--- src/rtl/seg_scan_pkg.sv ---
// seg_scan_pkg: 7-segment pattern constants, bit0=a .. bit6=g (active-high), and the numeral lookup table
package seg_scan_pkg;
  typedef logic [6:0] seg_t;
  localparam seg_t SEG_0 = 7'b0111111;
  localparam seg_t SEG_1 = 7'b0000110;
  localparam seg_t SEG_2 = 7'b1011011;
  localparam seg_t SEG_3 = 7'b1001111;
  localparam seg_t SEG_4 = 7'b1100110;
  localparam seg_t SEG_5 = 7'b1101101;
  localparam seg_t SEG_6 = 7'b1111101;
  localparam seg_t SEG_7 = 7'b0000111;
  localparam seg_t SEG_8 = 7'b1111111;
  localparam seg_t SEG_9 = 7'b1101111;
  localparam seg_t SEG_BLANK = 7'b0000000;
  localparam logic [9:0][6:0] SEG_TABLE = {SEG_9, SEG_8, SEG_7, SEG_6, SEG_5, SEG_4, SEG_3, SEG_2, SEG_1, SEG_0};
endpackage

--- src/rtl/seg_scan_decoder_if.sv ---
// seg_scan_decoder_if: display bus (seg, dig_en) in, decoded digits/valid/err/upd/upd_idx out
interface seg_scan_decoder_if #(parameter int NUM_DIGITS = 4);
  localparam int IDX_W = NUM_DIGITS > 1 ? $clog2(NUM_DIGITS) : 1;
  logic [6:0] seg;
  logic [NUM_DIGITS-1:0] dig_en;
  logic [4*NUM_DIGITS-1:0] digits;
  logic [NUM_DIGITS-1:0] valid;
  logic [NUM_DIGITS-1:0] err;
  logic upd;
  logic [IDX_W-1:0] upd_idx;
  modport master(output seg, dig_en, input digits, valid, err, upd, upd_idx);
  modport slave(input seg, dig_en, output digits, valid, err, upd, upd_idx);
endinterface

--- src/rtl/seg_pattern_decode.sv ---
// seg_pattern_decode: seg[6:0] -> hit (legal numeral), blank (all off), value[3:0]
module seg_pattern_decode
  import seg_scan_pkg::*;
(
  input  logic [6:0] seg,
  output logic       hit,
  output logic       blank,
  output logic [3:0] value
);
  always_comb begin
    hit = 1'b0;
    value = 4'd0;
    for (int i = 0; i < 10; i++)
      if (seg == SEG_TABLE[i]) begin
        hit = 1'b1;
        value = 4'(i);
      end
  end
  assign blank = seg == SEG_BLANK;
endmodule

--- src/rtl/seg_scan_decoder.sv ---
// seg_scan_decoder: clk, rst (async high), bus.slave; stability-filtered readback of a multiplexed 7-seg bus into per-digit values
module seg_scan_decoder
  import seg_scan_pkg::*;
#(
  parameter int NUM_DIGITS = 4,
  parameter int STABLE_CYCLES = 4
) (
  input logic clk,
  input logic rst,
  seg_scan_decoder_if.slave bus
);
  localparam int IDX_W = NUM_DIGITS > 1 ? $clog2(NUM_DIGITS) : 1;
  localparam int CNT_W = $clog2(STABLE_CYCLES + 1);
  logic [6:0] seg_q;
  logic [NUM_DIGITS-1:0] en_q;
  logic [CNT_W-1:0] cnt;
  logic blk;
  logic hit, blank;
  logic [3:0] value;
  logic same, commit;
  logic [IDX_W-1:0] idx;
  logic [4*NUM_DIGITS-1:0] digits_q;
  logic [NUM_DIGITS-1:0] valid_q, err_q;
  logic upd_q;
  logic [IDX_W-1:0] upd_idx_q;
  seg_pattern_decode u_dec (.seg(seg_q), .hit(hit), .blank(blank), .value(value));
  assign same = {bus.seg, bus.dig_en} == {seg_q, en_q};
  assign commit = !blk && same && cnt == CNT_W'(STABLE_CYCLES - 1) && $onehot(en_q);
  always_comb begin
    idx = '0;
    for (int i = 0; i < NUM_DIGITS; i++)
      if (en_q[i]) idx = IDX_W'(i);
  end
  always_ff @(posedge clk or posedge rst)
    if (rst) begin
      seg_q <= '0;
      en_q <= '0;
      cnt <= '0;
      blk <= 1'b1;
    end else if (cnt == '0 || !same) begin
      seg_q <= bus.seg;
      en_q <= bus.dig_en;
      cnt <= CNT_W'(1);
      blk <= blk && cnt == '0;
    end else if (cnt != CNT_W'(STABLE_CYCLES)) cnt <= cnt + CNT_W'(1);
  always_ff @(posedge clk or posedge rst)
    if (rst) begin
      digits_q <= '0;
      valid_q <= '0;
      err_q <= '0;
      upd_q <= 1'b0;
      upd_idx_q <= '0;
    end else begin
      upd_q <= commit;
      if (commit) begin
        upd_idx_q <= idx;
        valid_q[idx] <= hit;
        err_q[idx] <= !hit && !blank;
        if (hit || blank) digits_q[{idx, 2'b00} +: 4] <= hit ? value : 4'd0;
      end
    end
  assign bus.digits = digits_q;
  assign bus.valid = valid_q;
  assign bus.err = err_q;
  assign bus.upd = upd_q;
  assign bus.upd_idx = upd_idx_q;
endmodule

--- src/flat_wrapper.sv ---
// flat-port wrapper written by rule: the top's interface ports become plain ports
module seg_scan_decoder_flat import seg_scan_pkg::*;
#(
  parameter int NUM_DIGITS = 4,
  parameter int STABLE_CYCLES = 4
)
  (clk, rst, bus_seg, bus_dig_en, bus_digits, bus_valid, bus_err, bus_upd, bus_upd_idx);
  seg_scan_decoder_if #(.NUM_DIGITS(NUM_DIGITS)) bus_i ();
  input logic clk;
  input logic rst;
  input wire logic [$bits(bus_i.seg)-1:0] bus_seg;
  input wire logic [$bits(bus_i.dig_en)-1:0] bus_dig_en;
  output wire logic [$bits(bus_i.digits)-1:0] bus_digits;
  output wire logic [$bits(bus_i.valid)-1:0] bus_valid;
  output wire logic [$bits(bus_i.err)-1:0] bus_err;
  output wire logic [$bits(bus_i.upd)-1:0] bus_upd;
  output wire logic [$bits(bus_i.upd_idx)-1:0] bus_upd_idx;
  assign bus_i.seg = bus_seg;
  assign bus_i.dig_en = bus_dig_en;
  assign bus_digits = bus_i.digits;
  assign bus_valid = bus_i.valid;
  assign bus_err = bus_i.err;
  assign bus_upd = bus_i.upd;
  assign bus_upd_idx = bus_i.upd_idx;
  seg_scan_decoder #(.NUM_DIGITS(NUM_DIGITS), .STABLE_CYCLES(STABLE_CYCLES)) u_core (.clk(clk), .rst(rst), .bus(bus_i));
endmodule
--- config.mk ---
export PLATFORM = sky130hd
export DESIGN_NAME = seg_scan_decoder_flat
export DESIGN_NICKNAME = d
export VERILOG_FILES = /design/src/rtl/seg_scan_pkg.sv /design/src/rtl/seg_scan_decoder_if.sv /design/src/rtl/seg_pattern_decode.sv /design/src/rtl/seg_scan_decoder.sv /design/src/flat_wrapper.sv
export SDC_FILE = /design/constraint.sdc
export NUM_CORES = 1
export LEC_CHECK = 0
export CELL_PAD_IN_SITES_DETAIL_PLACEMENT = 0
export CELL_PAD_IN_SITES_GLOBAL_PLACEMENT = 1
export CORE_MARGIN = 2
export CORE_UTILIZATION = 41
export DETAILED_ROUTE_END_ITERATION = 10
export PLACE_DENSITY_LB_ADDON = 0.12
export SLEW_MARGIN = 15
export SYNTH_ARGS = -nofsm -noshare
export SYNTH_HDL_FRONTEND = slang
export SYNTH_SLANG_ARGS = --single-unit
--- constraint.sdc ---
create_clock -name clk -period 2.8 [get_ports clk]
set_input_delay 0.56 -clock clk [delete_from_list [all_inputs] [get_ports clk]]
set_output_delay 0.56 -clock clk [all_outputs]
set_load 0.005 [all_outputs]
* Yosys cells after proc, flatten, opt, wreduce, memory -nomap -nowiden
Index checks and enable logic that the tools add are counted.
Cells by class: $add $sub $neg 5, magnitude comparators 2, eq/ne operators 14, shifts and indexed selects 2, muxes and demuxes 30, reductions and logical operators 16
Operators with widths (count):
- 7-bit equality test, second input constant | 7
- 4-bit 2-to-1 mux | 9
- 16-bit bitwise mux | 1
- 4-bit by 6-bit variable shift with 16-bit output, first input constant | 1
- 4-bit by 6-bit variable part select with 16-bit output | 1
- 7-bit by 3-bit equality test with 1-bit output, second input constant | 2
- 1-bit 2-to-1 mux | 13
- 11-bit equality test | 1
- 4-bit bitwise mux | 2
- 7-bit by 6-bit equality test with 1-bit output, second input constant | 1
- 7-bit zero test | 1
- 1-bit logical AND | 6
- 3-bit 2-to-1 mux | 2
- 4-bit negator with 6-bit output | 1
- 1-bit by 1-bit adder with 2-bit output | 2
- 1-bit zero test | 4
- 2-bit 2-to-1 mux | 2
- 3-bit by 1-bit adder with 3-bit output, second input constant | 1
- 3-bit adder | 1
- 3-bit by 1-bit equality test with 1-bit output, second input constant | 1
- 3-bit by 2-bit equality test with 1-bit output, second input constant | 1
- 3-bit zero test | 1
- 2-bit by 3-bit less-than comparator with 1-bit output, second input constant | 1
- 3-bit inequality test, second input constant | 1
- 5 further kinds | 6
Word-level totals: register bits 42, output and inout port bits 27, word-level logic and storage cells 78

* Longest topological paths before layout
Gate-level depths: netlist (run 1).
depth after elaboration 14, gate-level depth with buffers 11, mapped depth without buffers 9

* Cells and area by module
From an unflattened synthesis (run 1), not the netlist that was laid out.
Unflattened totals: cell total of the unflattened synthesis 215, area total of the unflattened synthesis 2471.1 sq um
By module, submodules not included:
- seg_scan_decoder | times used 1, cells an instance 179, area an instance 2238.4 sq um
- seg_pattern_decode | times used 1, cells an instance 36, area an instance 232.7 sq um

* Least setup slack after synthesis (run 1)
OpenSTA, ideal clock, no wires.
path kind reg-to-reg, from reg u_core.en_q[2], to reg u_core.err_q[3] (netlist: u_core.bus.err[3]), setup time 127 ps, data arrival time 2409 ps, slack 264 ps, cell stages (with the launch flop) 12, buffers on the path 2, period minus slack after synthesis 2536 ps, path through dfrtp_1 -> inv_1 -> ha_1 -> ha_1 -> fa_1 -> nor2_1 -> and4b_1 -> and4bb_1 -> buf_4 -> buf_6 -> nand2_2 -> mux2_1
On the way: elaborated cells on any way between the ends 15, classes of those cells add/sub (2); order compare (2); eq/ne (2); mux (5); reduce/logical (4)
RTL lines:
- start, declared | RTL line seg_scan_decoder.sv:15 | logic [NUM_DIGITS-1:0] en_q;
- start signal, assigned | RTL line seg_scan_decoder.sv:42 | en_q <= bus.dig_en;
- 1-bit by 1-bit adder with 2-bit output (not written as such) / 11-bit equality test (equally long branches) | RTL line seg_scan_decoder.sv:28, seg_scan_decoder.sv:27
- 3-bit adder (not written as such) / 1-bit logical AND (equally long branches) | RTL line seg_scan_decoder.sv:28 | assign commit = !blk && same && cnt == CNT_W'(STABLE_CYCLES - 1) && $onehot(en_q);
- 3-bit by 1-bit equality test with 1-bit output / 1-bit logical AND (equally long branches) | RTL line seg_scan_decoder.sv:28
- 1-bit logical AND (*) | RTL line seg_scan_decoder.sv:28
- net u_core.commit | RTL line seg_scan_decoder.sv:20 | logic same, commit;
- end signal, assigned by index | RTL line seg_scan_decoder.sv:58 | err_q[idx] <= !hit && !blank;
- end, declared | RTL line seg_scan_decoder.sv:23 | logic [NUM_DIGITS-1:0] valid_q, err_q;
Mark *: on every way through the listed nets, which the timed path passes. The rest lies on a longest branch. A chain may end at the register's enable or synchronous reset.

* Final worst setup path (run 1)
from reg u_core.en_q[2], to reg u_core.digits_q[11] (netlist: u_core.bus.digits[11])
On the way: word-level cells in the longest chain between the ends 5, elaborated cells on any way between the ends 14, classes of those cells add/sub (3); eq/ne (2); shift (2); mux (3); reduce/logical (4)
Ends and longest elaborated chain:
- 2-bit 2-to-1 mux, or another cell as far along (2 in series) | RTL line seg_scan_decoder.sv:32 | if (en_q[i]) idx = IDX_W'(i);
- 4-bit negator with 6-bit output, or another cell as far along | RTL line seg_scan_decoder.sv:59 | if (hit || blank) digits_q[{idx, 2'b00} +: 4] <= hit ? value : 4'd0;
- 4-bit by 6-bit variable part select with 16-bit output, or another cell as far along | RTL line seg_scan_decoder.sv:59
- 16-bit bitwise mux / 2-bit AND reduction (equally long branches)
- end signal, assigned by index | RTL line seg_scan_decoder.sv:59
- end, declared | RTL line seg_scan_decoder.sv:22 | logic [4*NUM_DIGITS-1:0] digits_q;
Several ways; a longest one is shown, not always the timed one.

==> metrics.md, run 1 <==
| Metric | Value |
|---|---|
| Largest net degree at the start of global routing | 18 |
| Status | finished, final reports clean |
| RSZ-0062 raised after global routing | false |
| Setup CP Type | flop to flop |
| Yosys cell types | 44 |
| EDFF count, synth | 0 |
| Register area | 1050 sq um |
| Avg Cell Area, Syn | 11.6 sq um |
| Final Max Tran Viols | 0 |
| Via Count | 1,510 |
| Setup Skew | 0.00601 ns |
| R2R Path End | u_core.bus.digits[11]$_DFFE_PP0P_ |
| CTS Buf Count | 5 |
| CP required | 2.99 ns |
| Initial antenna violation count | 0 |
| Worst vdd ir | 0.192 mV |
| Htree depth | 2 |
| Fin worst setup slack | 0.118 ns |
| #FFs+latches synth | 42 |
| Core footprint | 5110 sq um |
| Seq pwr share | 55.1% |
| TNS Setup | 0 ns |
| Die width | 76.8 um |
| Die Span Y | 76.8 um |
| GPL Wtd Cong | 0.824 |
| Startpoint Class | flop |
| Max-slew headroom | 63.1% |
| Drt pass-1 iters | 4 |
| Worst skew pair latency | 0.30 ns |
| Crit. End Element | flop |
| Multi-input logic area | 991 sq um |
| Clock power share | 35.5% |
| Boundary pin count | 40 |
| Setup bufs post-CTS | 0 |
| Layout area overhead | 23.6% |
| Combinational share of power | 9.4% |
| PwrDens | 425 nW/um^2 |
| YS warnings | 0 |
| # port buffers | 39 |
| Post_cts resized | 0 |
| Lkg Pwr | 1.17 nW |
| Detail Route Antenna Nets | 0 |
| Worst setup path endpoint | u_core.bus.digits[11]$_DFFE_PP0P_ |
| Sink Count | 42 |
| Pint | 0.863 mW |
| Clk buf depth | 2 |
| Crit. Startpoint | u_core.en_q[2]$_DFFE_PP0P_ |
| Number of diodes | 0 |
| Post-Synthesis Cells | 187 |
| GRT Total Usage | 16.4% |
| Pre-CTS WS | 0.122 ns |
| Post-CTS Hold Buffers | 0 |
| Switching share of power | 24.5% |
| Global-route wire length before repair | 7680 um |
| CTS tree | done |
| DR DRC count | 0 |
| Hold Path Class | flop to flop |
| Period minus WS final | 2.68 ns |
| Synth cell count leaders | dfrtp_1, o2bb2ai_1, clkbuf_1, ha_1, nor2_1 |
| Placement row count | 26 |
| Share of cells above drive strength 1 | 15.5% |
| Worst Reg-to-Reg Cells | 10 |
| Reg-to-Reg Start | u_core.en_q[2]$_DFFE_PP0P_ |
| Root buf cell | clkbuf_8 |
| # fillers | 474 |
| Initial DRC count | 91 |
| Crit path DAT | 2.87 ns |
| Synth async-reset ratio | 100% |
| Register area share after synthesis | 48.4% |
| Post-Syn Nets | 212 |
| Yosys top cell by area | dfrtp_1 |
| Nets | 244 |
| Crit Path Max Fanout | 17 |
| # setup viols final | 0 |
| Vias in the first global route | 1,542 |
| Reg2reg setup slack | 0.12 ns |
| DRT Wirelength | 4430 um |
| Worst Max-Slew Pin Slew | 0.553 ns |
| Vias per cell | 5.21 |
| NetSw | 0.280 mW |
| Grt total ovfl | 0 |
| HPWL Detailed | 3430 um |
| Period utilization | 95.8% |
| Synth Flop Type | dfrtp_1 |
| Max-Cap Viols | 0 |
| Top-area cell type share of the netlist area | 47.2% |
| Worst-path clk slew | 0.08 ns |
| DIE AREA | 5900 sq um |
| Max frequency | 373 MHz |
| Largest cells by area after synthesis | dfrtp_1, ha_1, o2bb2ai_1, mux2_2, o211ai_2 |
| Avg WL per Cell | 15.3 um |
| Count leader, synth | dfrtp_1 |
| Starting Density | 42.6% |
| Fin. Hold Viols | 0 |
| Post-Synthesis Cell Area | 2170 sq um |
## sequential cells by signal (all words and copies together), names as in the netlist
name and cells:
u_core.bus.valid 4, u_core.seg_q 7, u_core.blk 1, u_core.bus.digits 16, u_core.bus.err 4, u_core.bus.upd 1
u_core.cnt 3, u_core.bus.upd_idx 2, u_core.en_q 4
## cells in the final DEF, fill, tap and decap left out, types with 3 or more instances in the layout
cell             count
dfrtp_1             41
clkdlybuf4s50_1     39
o2bb2ai_1           12
ha_1                11
nor2_1              10
inv_1                9
xnor2_1              7
nand3_1              7
nand2_1              7
mux2_2               7
clkbuf_8             6
nand4_1              5
xor2_1               5
o211ai_2             5
a21oi_1              4
mux2_4               4
nor3b_1              3
nand2b_1             3
buf_4                3
## logic make-up (layout without fill, tap and decap cells)
logic type                 after synthesis  after routing  synth area share (%)
adders and majority gates               12             12                  7.25
xor gates and xnor gates                12             12                  4.83
and+or+nand+nor                         51             51                  13.8
DFF                                     42             42                  48.4
muxes                                   13             13                  7.42
buffers and inverters                   27             60                  6.04
AOI/OAI and AO/OA                       30             30                  12.3
## worst max-delay path, cell delays in order, from the launching register on
cell	delay, ns
dfrtp_1	0.40
inv_1	0.08
ha_1	0.29
ha_1	0.21
fa_1	0.44
nor2_1	0.09
and4b_1	0.19
and4bb_1	0.25
buf_12	0.16
o211ai_2	0.15
mux2_4	0.32
## metal layers
layer | routed length (um) | track usage [%] | share of wire [%] | vias up
li1 | - | - | - | 722
met1 | 1930 | 20.5 | 44 | 738
met2 | 2210 | 27.1 | 50 | 42
met3 | 198 | 4.24 | 4.5 | 8
met4 | 86 | 6.55 | 1.9 | 0
met5 | 0 | 0 | 0 | -
## stage by stage
step                power (mW)  instance area (sq um)  utilization (%)  hold slack (ns)  instances
floorplan                0.714                   2170                -            0.463        187
global placement         0.744                   2600             50.9            0.472        282
detailed placement       0.750                   2600             50.9            0.477        282
CTS                       1.15                   2690             52.6            0.494        290
global route              1.20                   2690             52.6            0.522        290
finish                    1.14                   2690             52.6            0.489        290
## power groups by stage
stage                     combinational, mW  sequential, mW  clock, mW
after floorplan                      0.0817           0.632          0
after global placement                0.104           0.641          0
after detailed placement              0.109           0.641          0
after CTS                             0.109           0.629      0.414
after global routing                  0.121           0.631      0.449
final                                 0.108           0.629      0.405
## layout make-up
| cell class | instances | share of cell area (%) |
|---|---|---|
| well taps | 70 | 3.26 |
| clock inverters | 1 | 0.186 |
| clock buffers | 7 | 3.21 |
| flip-flops and latches | 42 | 39.1 |
| inverters | 9 | 1.26 |
| multi-input cells | 118 | 36.9 |
| repair buffers | 43 | 16.1 |
## worst min-delay path by stage
stage	from	endpoint	slack [ns]	cells past startpoint
6_report	u_core.blk$_DFFE_PP1P_	u_core.blk$_DFFE_PP1P_	0.49	1
5_1_grt	u_core.bus.valid[3]$_DFFE_PP0P_	u_core.bus.valid[3]$_DFFE_PP0P_	0.52	1
4_1_cts	u_core.blk$_DFFE_PP1P_	u_core.blk$_DFFE_PP1P_	0.49	1
3_5_place_dp	u_core.bus.digits[1]$_DFFE_PP0P_	u_core.bus.digits[1]$_DFFE_PP0P_	0.48	1
3_3_place_gp	u_core.bus.digits[8]$_DFFE_PP0P_	u_core.bus.digits[8]$_DFFE_PP0P_	0.47	1
2_1_floorplan	u_core.blk$_DFFE_PP1P_	u_core.blk$_DFFE_PP1P_	0.46	1
Note: power is estimated with default switching activity, not from simulation.
==> run 2, diff against run 1 <==
==> constraint.sdc (replaced) <==
create_clock -name clk -period 3 [get_ports clk]
set_input_delay 0.6 -clock clk [delete_from_list [all_inputs] [get_ports clk]]
set_output_delay 0.6 -clock clk [all_outputs]
set_load 0.005 [all_outputs]
==> metrics.md, run 2 (same netlist as run 1, synthesis figures left out) <==
| Metric | Value |
|---|---|
| Status | finished, final reports clean |
| Crit path DAT | 2.93 ns (+0.06 ns) |
| GPL Wtd Cong | 0.832 (+1.0%) |
| Post-CTS Hold Buffers | 0 (unchanged) |
| Die Span Y | 76.8 um (unchanged) |
| Boundary pin count | 40 (unchanged) |
| Largest net degree at the start of global routing | 43 (+25) |
| Slowest-stage cell, CP | fa_1 |
| Final Max Tran Viols | 0 (unchanged) |
| # port buffers | 39 (unchanged) |
| M1 WL | 1890 um (-1.9%) |
| Max-slew headroom | 65.5% (+2.4 points) |
| Worst vdd ir | 0.201 mV (+4.3%) |
| Multi-input logic area | 991 sq um (unchanged) |
| CTS tree | done |
| Lkg Pwr | 1.15 nW (-1.5%) |
| Starting Density | 42.6% (unchanged) |
| Initial antenna violation count | 0 (unchanged) |
| Grt total ovfl | 0 (unchanged) |
| Met2 WL | 2180 um (-1.4%) |
| Min-Delay Path Depth | 1 (unchanged) |
| Max stage delay on crit path | 0.44 ns (about the same) |
| Routed length on met3 | 238 um (+20%) |
| Layout area overhead | 22.0% |
| Htree depth | 2 (unchanged) |
| Share of cells above drive strength 1 | 14.2% (-1.2 points) |
| Setup CP Type | flop to flop |
| Avg WL per Cell | 15.3 um (about the same) |
| Largest register FFs | 16 (unchanged) |
| Die width | 76.8 um (unchanged) |
| Number of diodes | 0 (unchanged) |
| Vias per cell | 5.30 (+1.8%) |
| DR DRC count | 0 (unchanged) |
| Crit Path Max Fanout | 17 (unchanged) |
| Drt pass-1 iters | 6 (+2) |
| Final instance area | 2650 sq um (-1.3%) |
| Hold Path Class | flop to flop |
| Critical path cell sequence | inv_1 -> ha_1 -> ha_1 -> fa_1 -> nor2_1 -> and4b_1 -> and4bb_1 -> buf_4 -> o211ai_2 -> mux2_4 |
| Hold_sp | u_core.blk$_DFFE_PP1P_ |
| Register area | 1050 sq um (unchanged) |
| RSZ-0062 raised after global routing | false |
| Sink Count | 42 (unchanged) |
| Max layer used | met4 |
| Post_cts resized | 0 (unchanged) |
| R2R Path End | u_core.bus.digits[11]$_DFFE_PP0P_ |
| Worst-path clk slew | 0.07 ns (about the same) |
| HPWL Detailed | 3320 um (-3.3%) |
| CP required | 3.17 ns (+0.18 ns) |
| Utilization after layout | 52.0% (-0.69 points) |
| Clk buf depth | 2 (unchanged) |
| Crit. End Element | flop |
| Worst Max-Slew Pin Slew | 0.517 ns (-0.0357 ns) |
| Via Count | 1,527 (+1.1%) |
| CTS Buf Count | 5 (unchanged) |
| Period minus WS final | 2.76 ns (+0.0781 ns) |
| Placed cell area | 2580 sq um (-0.77%) |
| Reg-to-Reg Start | u_core.en_q[3]$_DFFE_PP0P_ |
| # setup viols final | 0 (unchanged) |
| CP dominant cell by count | ha_1 |
| Tot Pwr | 1.02 mW (-11%) |
| Setup bufs post-CTS | 0 (unchanged) |
| DIE AREA | 5900 sq um (unchanged) |
| DRT Wirelength | 4400 um (-0.61%) |
| PwrDens | 385 nW/um^2 (-9.3%) |
| Initial DRC count | 56 (-38%) |
| # fillers | 478 (+0.84%) |
| Worst Reg-to-Reg Cells | 10 (unchanged) |
| Fin. Hold Viols | 0 (unchanged) |
| Max-Cap Viols | 0 (unchanged) |
| Vias in the first global route | 1,518 (-1.6%) |
| Reg2reg setup slack | 0.24 ns (+0.12 ns) |
| Commonest non-fill, non-tap cell in the layout | dfrtp_1 |
| Setup Skew | 0.00396 ns (-0.00205 ns) |
| Max frequency | 362 MHz (-2.8%) |
| Worst Hold End | u_core.blk$_DFFE_PP1P_ |
| Detail Route Antenna Nets | 0 (unchanged) |
| Root buf cell | clkbuf_8 |
| Core footprint | 5110 sq um (unchanged) |
| GRT Total Usage | 15.6% (-0.78 points) |
| Period utilization | 92.0% (-3.8 points) |
| Startpoint Class | flop |
| Global-route wire length before repair | 7360 um (-4.2%) |
| Worst skew pair latency | 0.29 ns (about the same) |
| Placement row count | 26 (unchanged) |
| Commonest non-fill, non-tap cells in the layout | dfrtp_1, clkdlybuf4s50_1, o2bb2ai_1 |
| TNS Setup | 0 ns (unchanged) |
| Nets | 243 (-0.41%) |
## run 2: changes by cell type in the layout (fill, tap and decap cells not counted)
cell / delta
buf_12: -1
clkbuf_1: +1
clkbuf_8: -1
clkinv_2: -1
## run 2: cell type report
type                    instances  area share (%)
flip-flops and latches         42            39.7
repair buffers                 42            15.6
well taps                      70            3.30
multi-input cells             118            37.3
inverters                       9            1.27
clock buffers                   7            2.88
## run 2: where the power goes
| part | switching (mW) | internal (mW) |
|---|---|---|
| Sequential | 0.0148 | 0.573 |
| Clock | 0.176 | 0.160 |
| Combinational | 0.0523 | 0.0454 |
| Total | 0.243 | 0.779 |
## run 2: layer usage
metal  track usage (%)  vias to the layer above
met4              5.09                        0
met2              26.6                       54
li1                  -                      719
met1              19.5                      743
met5                 0                        -
met3              3.88                       11
## run 2: critical path, delay by kind of cell (launching register included)
| kind | cells | cell delay (ns) |
|---|---|---|
| and+or+nand+nor | 3 | 0.50 |
| AOI/OAI and AO/OA | 1 | 0.19 |
| buffers and inverters | 2 | 0.28 |
| adders and majority gates | 3 | 0.92 |
| DFF | 1 | 0.43 |
| muxes | 1 | 0.33 |
## run 2: worst max-delay path by stage
stage,from,end,depth (start not counted),slack (ns)
4_1_cts,u_core.en_q[2]$_DFFE_PP0P_,u_core.bus.digits[11]$_DFFE_PP0P_,10,0.25
5_1_grt,u_core.en_q[3]$_DFFE_PP0P_,u_core.bus.digits[11]$_DFFE_PP0P_,10,0.11
3_3_place_gp,u_core.en_q[2]$_DFFE_PP0P_,u_core.bus.digits[11]$_DFFE_PP0P_,10,0.30
2_1_floorplan,u_core.en_q[2]$_DFFE_PP0P_,u_core.bus.err[3]$_DFFE_PP0P_,11,0.46
6_report,u_core.en_q[3]$_DFFE_PP0P_,u_core.bus.digits[11]$_DFFE_PP0P_,10,0.24
3_5_place_dp,u_core.en_q[2]$_DFFE_PP0P_,u_core.bus.digits[11]$_DFFE_PP0P_,10,0.25
## run 2: metrics by stage
step | setup WS [ns] | instances | hold slack (ns)
3_5_place_dp | 0.254 | 281 | 0.475
3_3_place_gp | 0.303 | 281 | 0.474
4_1_cts | 0.245 | 288 | 0.487
2_1_floorplan | 0.464 | 187 | 0.463
6_report | 0.240 | 288 | 0.482
5_1_grt | 0.114 | 288 | 0.516
